**config.mk**
```make
export PLATFORM = sky130hd
export DESIGN_NAME = mmcm_reset_sequencer
export DESIGN_NICKNAME = d
export VERILOG_FILES = /design/src/rtl/mmcm_reset_sequencer_pkg.sv /design/src/rtl/mmcm_reset_sequencer_sync_bit.sv /design/src/rtl/mmcm_reset_sequencer.sv
export SDC_FILE = /design/constraint.sdc
export NUM_CORES = 1
export LEC_CHECK = 0
export CORE_MARGIN = 2
export CORE_UTILIZATION = 36
export DETAILED_ROUTE_END_ITERATION = 10
export GPL_TIMING_DRIVEN = 0
export PLACE_DENSITY = 0.67
export SYNTH_ARGS = -nofsm -noshare
export SYNTH_HDL_FRONTEND = slang
export SYNTH_SLANG_ARGS = --single-unit
```
**constraint.sdc**
```tcl
create_clock -name sys_clk -period 2.5 [get_ports sys_clk]
set_input_delay 0.625 -clock sys_clk [delete_from_list [all_inputs] [get_ports sys_clk]]
set_output_delay 0.625 -clock sys_clk [all_outputs]
set_load 0.02 [all_outputs]
```
**src/rtl/mmcm_reset_sequencer_pkg.sv**
```systemverilog
// Shared definitions for the MMCM / IDELAYCTRL reset sequencer:
// state encodings, default timing constants and width helpers.
package mmcm_reset_sequencer_pkg;

  // Sequencer states; encodings are visible on the debug state port.
  typedef enum logic [2:0] {
    S_RESET_MMCM  = 3'd0,
    S_WAIT_LOCK   = 3'd1,
    S_STABLE      = 3'd2,
    S_IDELAY_RST  = 3'd3,
    S_WAIT_IDELAY = 3'd4,
    S_RUN         = 3'd5,
    S_FAULT       = 3'd6
  } seq_state_e;

  localparam int unsigned STATE_W = 3;

  // Default timing, in sys_clk cycles.
  localparam int unsigned DEF_RST_PULSE_CYCLES = 16;
  localparam int unsigned DEF_LOCK_TIMEOUT     = 65536;
  localparam int unsigned DEF_STABLE_CYCLES    = 65536;
  localparam int unsigned DEF_IDELAY_TIMEOUT   = 4096;
  localparam int unsigned DEF_MAX_RETRIES      = 3;
  localparam int unsigned DEF_SYNC_STAGES      = 2;

  // Largest of the four count parameters; sizes the shared timer.
  function automatic int unsigned max_of4(input int unsigned a, input int unsigned b,
                                          input int unsigned c, input int unsigned d);
    int unsigned m;
    m = a;
    if (b > m) m = b;
    if (c > m) m = c;
    if (d > m) m = d;
    return m;
  endfunction

  // Bits needed to hold 0..n, never less than one.
  function automatic int unsigned count_width(input int unsigned n);
    return (n > 0) ? $clog2(n + 1) : 1;
  endfunction

endpackage

```
**src/rtl/mmcm_reset_sequencer_sync_bit.sv**
```systemverilog
// Multi-flop synchronizer for a single asynchronous level.
// Ports: clk (destination clock), rst (async active-high, clears chain to 0),
//        d (asynchronous input), q (synchronized output, STAGES cycles latency).
module mmcm_reset_sequencer_sync_bit #(
  parameter int unsigned STAGES = 2
) (
  input  logic clk,
  input  logic rst,
  input  logic d,
  output logic q
);

  logic [STAGES-1:0] sync_q;

  // Shift chain; only the first flop may go metastable.
  always_ff @(posedge clk or posedge rst) begin
    if (rst) begin
      sync_q <= '0;
    end else begin
      sync_q <= {sync_q[STAGES-2:0], d};
    end
  end

  assign q = sync_q[STAGES-1];

endmodule

```
**src/rtl/mmcm_reset_sequencer.sv**
```systemverilog
// Closed-loop clock/reset controller running on the free-running input clock.
// Pulses MMCM RST, waits for lock (timeout + retry), requires a stable lock
// window, pulses IDELAYCTRL RST, waits for RDY and then releases system reset.
// Ports:
//   sys_clk, sys_rst      free-running clock, async active-high reset
//   mmcm_locked           MMCM LOCKED (async, synchronized internally)
//   idelay_rdy            IDELAYCTRL RDY (async, synchronized internally)
//   force_reset           one-cycle synchronous restart request
//   mmcm_rst, idelay_rst  reset pulses to the MMCM / IDELAYCTRL
//   rst_out, ready        system reset (low only in RUN) and run indicator
//   fault                 sticky failure flag
//   retry_count           MMCM retries consumed in the current attempt
//   state                 current sequencer state (debug)
module mmcm_reset_sequencer
  import mmcm_reset_sequencer_pkg::*;
#(
  parameter int unsigned RST_PULSE_CYCLES = DEF_RST_PULSE_CYCLES,
  parameter int unsigned LOCK_TIMEOUT     = DEF_LOCK_TIMEOUT,
  parameter int unsigned STABLE_CYCLES    = DEF_STABLE_CYCLES,
  parameter int unsigned IDELAY_TIMEOUT   = DEF_IDELAY_TIMEOUT,
  parameter int unsigned MAX_RETRIES      = DEF_MAX_RETRIES,
  parameter int unsigned SYNC_STAGES      = DEF_SYNC_STAGES,
  localparam int unsigned RETRY_W         = count_width(MAX_RETRIES)
) (
  input  logic               sys_clk,
  input  logic               sys_rst,
  input  logic               mmcm_locked,
  input  logic               idelay_rdy,
  input  logic               force_reset,
  output logic               mmcm_rst,
  output logic               idelay_rst,
  output logic               rst_out,
  output logic               ready,
  output logic               fault,
  output logic [RETRY_W-1:0] retry_count,
  output logic [STATE_W-1:0] state
);

  localparam int unsigned TIMER_MAX = max_of4(RST_PULSE_CYCLES, LOCK_TIMEOUT,
                                              STABLE_CYCLES, IDELAY_TIMEOUT);
  localparam int unsigned TIMER_W   = (TIMER_MAX > 1) ? $clog2(TIMER_MAX) : 1;

  seq_state_e         state_q, state_d;
  logic [TIMER_W-1:0] timer_q, timer_d;
  logic [RETRY_W-1:0] retry_d;
  logic               lock_s, rdy_s;
  logic               retry_req;
  logic               mmcm_rst_d, idelay_rst_d, rst_out_d, ready_d, fault_d;

  // Synchronize the asynchronous status inputs before any use.
  mmcm_reset_sequencer_sync_bit #(.STAGES(SYNC_STAGES)) u_sync_lock (
    .clk (sys_clk),
    .rst (sys_rst),
    .d   (mmcm_locked),
    .q   (lock_s)
  );

  mmcm_reset_sequencer_sync_bit #(.STAGES(SYNC_STAGES)) u_sync_rdy (
    .clk (sys_clk),
    .rst (sys_rst),
    .d   (idelay_rdy),
    .q   (rdy_s)
  );

  // State, timer, retry counter and registered outputs.
  always_ff @(posedge sys_clk or posedge sys_rst) begin
    if (sys_rst) begin
      state_q     <= S_RESET_MMCM;
      timer_q     <= '0;
      retry_count <= '0;
      mmcm_rst    <= 1'b1;
      idelay_rst  <= 1'b1;
      rst_out     <= 1'b1;
      ready       <= 1'b0;
      fault       <= 1'b0;
    end else begin
      state_q     <= state_d;
      timer_q     <= timer_d;
      retry_count <= retry_d;
      mmcm_rst    <= mmcm_rst_d;
      idelay_rst  <= idelay_rst_d;
      rst_out     <= rst_out_d;
      ready       <= ready_d;
      fault       <= fault_d;
    end
  end

  // Next-state, timer and output decode. Priority: force_reset > lock loss > counts.
  always_comb begin
    state_d   = state_q;
    retry_d   = retry_count;
    retry_req = 1'b0;
    // Timer saturates rather than wrapping in long-lived states.
    timer_d   = (timer_q == '1) ? timer_q : timer_q + TIMER_W'(1);

    if (force_reset) begin
      state_d = S_RESET_MMCM;
      retry_d = '0;
    end else begin
      case (state_q)
        S_RESET_MMCM: begin
          if (timer_q == TIMER_W'(RST_PULSE_CYCLES - 1)) state_d = S_WAIT_LOCK;
        end
        S_WAIT_LOCK: begin
          if (lock_s) state_d = S_STABLE;
          else if (timer_q == TIMER_W'(LOCK_TIMEOUT - 1)) retry_req = 1'b1;
        end
        S_STABLE: begin
          if (!lock_s) retry_req = 1'b1;
          else if (timer_q == TIMER_W'(STABLE_CYCLES - 1)) state_d = S_IDELAY_RST;
        end
        S_IDELAY_RST: begin
          if (timer_q == TIMER_W'(RST_PULSE_CYCLES - 1)) state_d = S_WAIT_IDELAY;
        end
        S_WAIT_IDELAY: begin
          if (!lock_s) begin
            retry_req = 1'b1;
          end else if (rdy_s) begin
            state_d = S_RUN;
            retry_d = '0;
          end else if (timer_q == TIMER_W'(IDELAY_TIMEOUT - 1)) begin
            state_d = S_FAULT;
          end
        end
        S_RUN: begin
          // Lock loss in RUN starts a fresh attempt with a full retry budget.
          if (!lock_s) begin
            state_d = S_RESET_MMCM;
            retry_d = '0;
          end else if (!rdy_s) begin
            state_d = S_IDELAY_RST;
          end
        end
        S_FAULT: state_d = S_FAULT;
        default: state_d = S_RESET_MMCM;
      endcase

      if (retry_req) begin
        if (retry_count == RETRY_W'(MAX_RETRIES)) begin
          state_d = S_FAULT;
        end else begin
          retry_d = retry_count + RETRY_W'(1);
          state_d = S_RESET_MMCM;
        end
      end
    end

    // A forced restart also restarts the MMCM pulse if already in RESET_MMCM.
    if (force_reset || (state_d != state_q)) timer_d = '0;

    mmcm_rst_d   = (state_d == S_RESET_MMCM);
    idelay_rst_d = (state_d inside {S_RESET_MMCM, S_WAIT_LOCK, S_STABLE, S_IDELAY_RST, S_FAULT});
    rst_out_d    = (state_d != S_RUN);
    ready_d      = (state_d == S_RUN);
    fault_d      = (state_d == S_FAULT);
  end

  assign state = state_q;

endmodule

```
==> flow_summary.yaml <==
run_status:
  result_of_the_run: "completed"
yosys:
  synth.ff_latch_count: 30
  post_synthesis_xor_xnor_area_fraction_pct: 7.62
  synth_area_leader_cell: "dfrtp_1"
  synth_top_family_by_area: "simple AND/OR/NAND/NOR gates"
  synth.top_cells.by_count: "dfrtp_1, nor2_1, nand2_1"
  post_synth_main_area_contributors: "dfrtp_1, xor2_1, dfstp_2, nor2_2, nor2_1"
  ys.warnings.count: 0
  synth.yosys.seq_area_share_pct: 44.2
  synth_simple_gate_area_share_pct: 28.9
  synth_area_um2: 1710
  yosys.area.top_type_share_pct: 39.6
  library_cells_used_by_synthesis: 52
  synth_flop_cell: "dfrtp_1"
  postSynthNetCount: 175
  synthesis.instances: 168
  synth_enable_flop_cells: 0
  synth_compound_area_share_pct: 9.68
  synth.avg_cell_area_um2: 10.2
  yosysMostFrequentCell: "dfrtp_1"
  yosys.area_share.adder_pct: 1.47
  muxShareOfSynthArea_pct: 2.42
  ys_async_sr_fraction_pct: 100
min_path:
  worstHoldStart: "u_sync_lock.sync_q[0]"
  min_path_cells: 0
  hp-class: "register to register"
detailed_routing:
  drt_first_pass_iters: 4
  route.antenna.remaining_nets: 0
  drt-wirelength-per-cell_um: 13.7
  drt_first_iter_violations: 48
  detail_route.vias_per_cell: 5.14
  finalWirelength_um: 3430
  drt_drc_violations_left: 0
  route.vias.total: 1291
die:
  design.die.area_um2: 5310
  starting_density_pct: 36.6
  io_pins: 15
  die-width_um: 72.9
  site_row_count: 25
  floorplan.core_area_um2: 4660
  die_height_um: 72.9
worst_setup_path:
  sort_of_element_at_the_start_of_the_critical_path: "register"
  critPathMaxStageDelay_ns: 0.62
  timing.critical_path.slowest_stage_cell: "or4_4"
  worstRegToRegCells: 8
  timing.critical_path.fanout_max: 5
  crit-reg2reg-launch: "timer_q[15]"
  critical_path.endpoint_type: "register"
  crit_chain: "nand4_2 > or4_4 > o21a_4 > a31o_1 > xor2_2 > nand4_4 > clkbuf_16 > nor2_2"
  cp_data_arrival_time_ns: 2.61
  critical_path_class: "register to register"
  timing.critical_path.from: "timer_q[15]"
  cp_data_required_time_ns: 2.72
clock_network:
  clockBufferDepth: 2
  cts_inserted_buffers: 5
  clock_sink_count: 30
  ctsHoldBuffers: 0
  worst_skew_pair.late_latency_ns: 0.28
  cts_tree: "built"
  clock_pin_slew_on_the_worst_setup_and_hold_paths_ns: 0.06
  clock_tree.htree_level_count: 2
  clockRootBuffer: "clkbuf_8"
place:
  detailedPlace.worstSlack_ns: -0.0612
  place_hpwl_um: 2350
  placement.io_buffers: 14
  routability_cong: 0.813
layout:
  final_layout_size_suffix_gt1_share_pct: 28.4
  nNetsFinal: 203
  area.growth.synth_to_final_pct: 24.6
  n_fill_cell: 424
  n_antenna_cell: 0
timing:
  max_slew.worst_pin.slew_ns: 1.13
  slew_viol_final: 0
  final_min_period_over_clock_period_pct: 95.6
  fmax_mhz: 419
  setup_viol_count_final: 0
  final.hold.worst_slack_ns: 0.349
  post-route-min-period_ns: 2.39
  finalClockSkew_ns: 0.00369
  hold_viol: 0
  maxSlewHeadroom_pct: 24.8
  post-route-worst-setup-slack_ns: 0.111
  rsz_0062_raised_after_global_routing: "no"
global_route:
  antenna_found_initial: 0
  grt_pass1_vias: 1186
  globalRoute.totalOverflow: 0
  global_route_wire_length_before_repair_um: 5600
  track_usage_pct: 13.9
  maximum_number_of_pins_on_one_net_before_global_route_repair: 31
pwr:
  fin_total_pwr_w: 0.000949
  vdd_ir_drop_max_mv: 0.374
  leakage_nw: 0.922
  p_per_area_nw_per_um2: 446
run:
  max-cap-violations: 0
critical path, delay by kind of cell, from the launching register on:
family / cells / cell delay, ns
simple gates: 4 / 1.05
flops: 1 / 0.40
xor+xnor: 1 / 0.20
compound gates: 2 / 0.45
buf+inv: 1 / 0.21
cell families (layout without fill, tap and decap cells):
family                     after synthesis  count (layout)
and+or+nand+nor                         83              83
DFF                                     30              30
AOI/OAI and AO/OA                       21              21
xor gates and xnor gates                14              14
buffers and inverters                   14              43
muxes                                    4               4
adders and majority gates                2               2
cell type report:
cell class                 count  area [um2]  area share, %
sequential                    30         756           35.6
tap                           54        67.6           3.18
clock buffer                   7        86.3           4.06
multi-input combinational    124         895           42.1
timing repair buffer          22         221           10.4
inverter                       7        26.3           1.24
clock inverter                 1        5.00          0.235
buffer                         6        68.8           3.24
cell usage in the layout, fill, tap and decap left out, types with 3 or more instances in the layout:
master	count
clkdlybuf4s50_1	14
inv_1	7
clkbuf_8	9
nand3_1	6
nor2_2	11
dfstp_2	3
and3_1	6
buf_4	6
mux2i_1	3
nor2_1	14
nand2_1	14
clkbuf_1	3
dfrtp_1	26
nor4_1	3
xor2_1	9
nand4_1	6
xnor2_1	3
o21ai_0	3
repair_timing:
item | CTS | global route
pin swaps | 1 | 3
endpoints found under the setup margin | 10 | 14
buffers inserted | 2 | 5
gates cloned | 0 | 1
gates resized for setup | 1 | 11
per-layer routing:
metal | share of wire [%] | GRT usage (%)
met1 | 48 | 19.3
met2 | 46 | 19.8
met3 | 4.0 | 4.42
met4 | 2.0 | 6.38
met5 | 0 | 0
sequential cells by signal, indices dropped and copies added, names as in the netlist:
signal,flops
ready,1
u_sync_rdy.sync_q,2
u_sync_lock.sync_q,2
idelay_rst,1
state,3
fault,1
rst_out,1
timer_q,16
retry_count,2
mmcm_rst,1
where the power goes:
group	total (W)	switching [W]	internal [W]
Sequential	0.000502	0.00000855	0.000493
Clock	0.000393	0.000172	0.000221
Combinational	0.0000540	0.0000278	0.0000262
Total	0.000949	0.000208	0.000741
per-stage QoR:
| step | utilization (%) | setup TNS, ns | area [um2] | cells |
|---|---|---|---|---|
| 6_report | 45.6 | 0 | 2130 | 251 |
| 5_1_grt | 45.6 | 0 | 2130 | 251 |
| 4_1_cts | 43.5 | 0 | 2030 | 246 |
| 3_5_place_dp | 41.1 | -0.543 | 1910 | 236 |
| 3_3_place_gp | 41.1 | -0.255 | 1910 | 236 |
| 2_1_floorplan | - | 0 | 1710 | 168 |
path summary, 6_finish.rpt:
check | to | slack (ns)
worst max-delay path | timer_q[4] | 0.11
worst min-delay path | u_sync_lock.sync_q[1] | 0.35
worst max register to register | timer_q[4] | 0.11
worst min register to register | u_sync_lock.sync_q[1] | 0.35
max in group asynchronous | timer_q[14] | 0.81
min in group asynchronous | fault | 0.93
No activity file was read; power rests on OpenSTA's default activity.
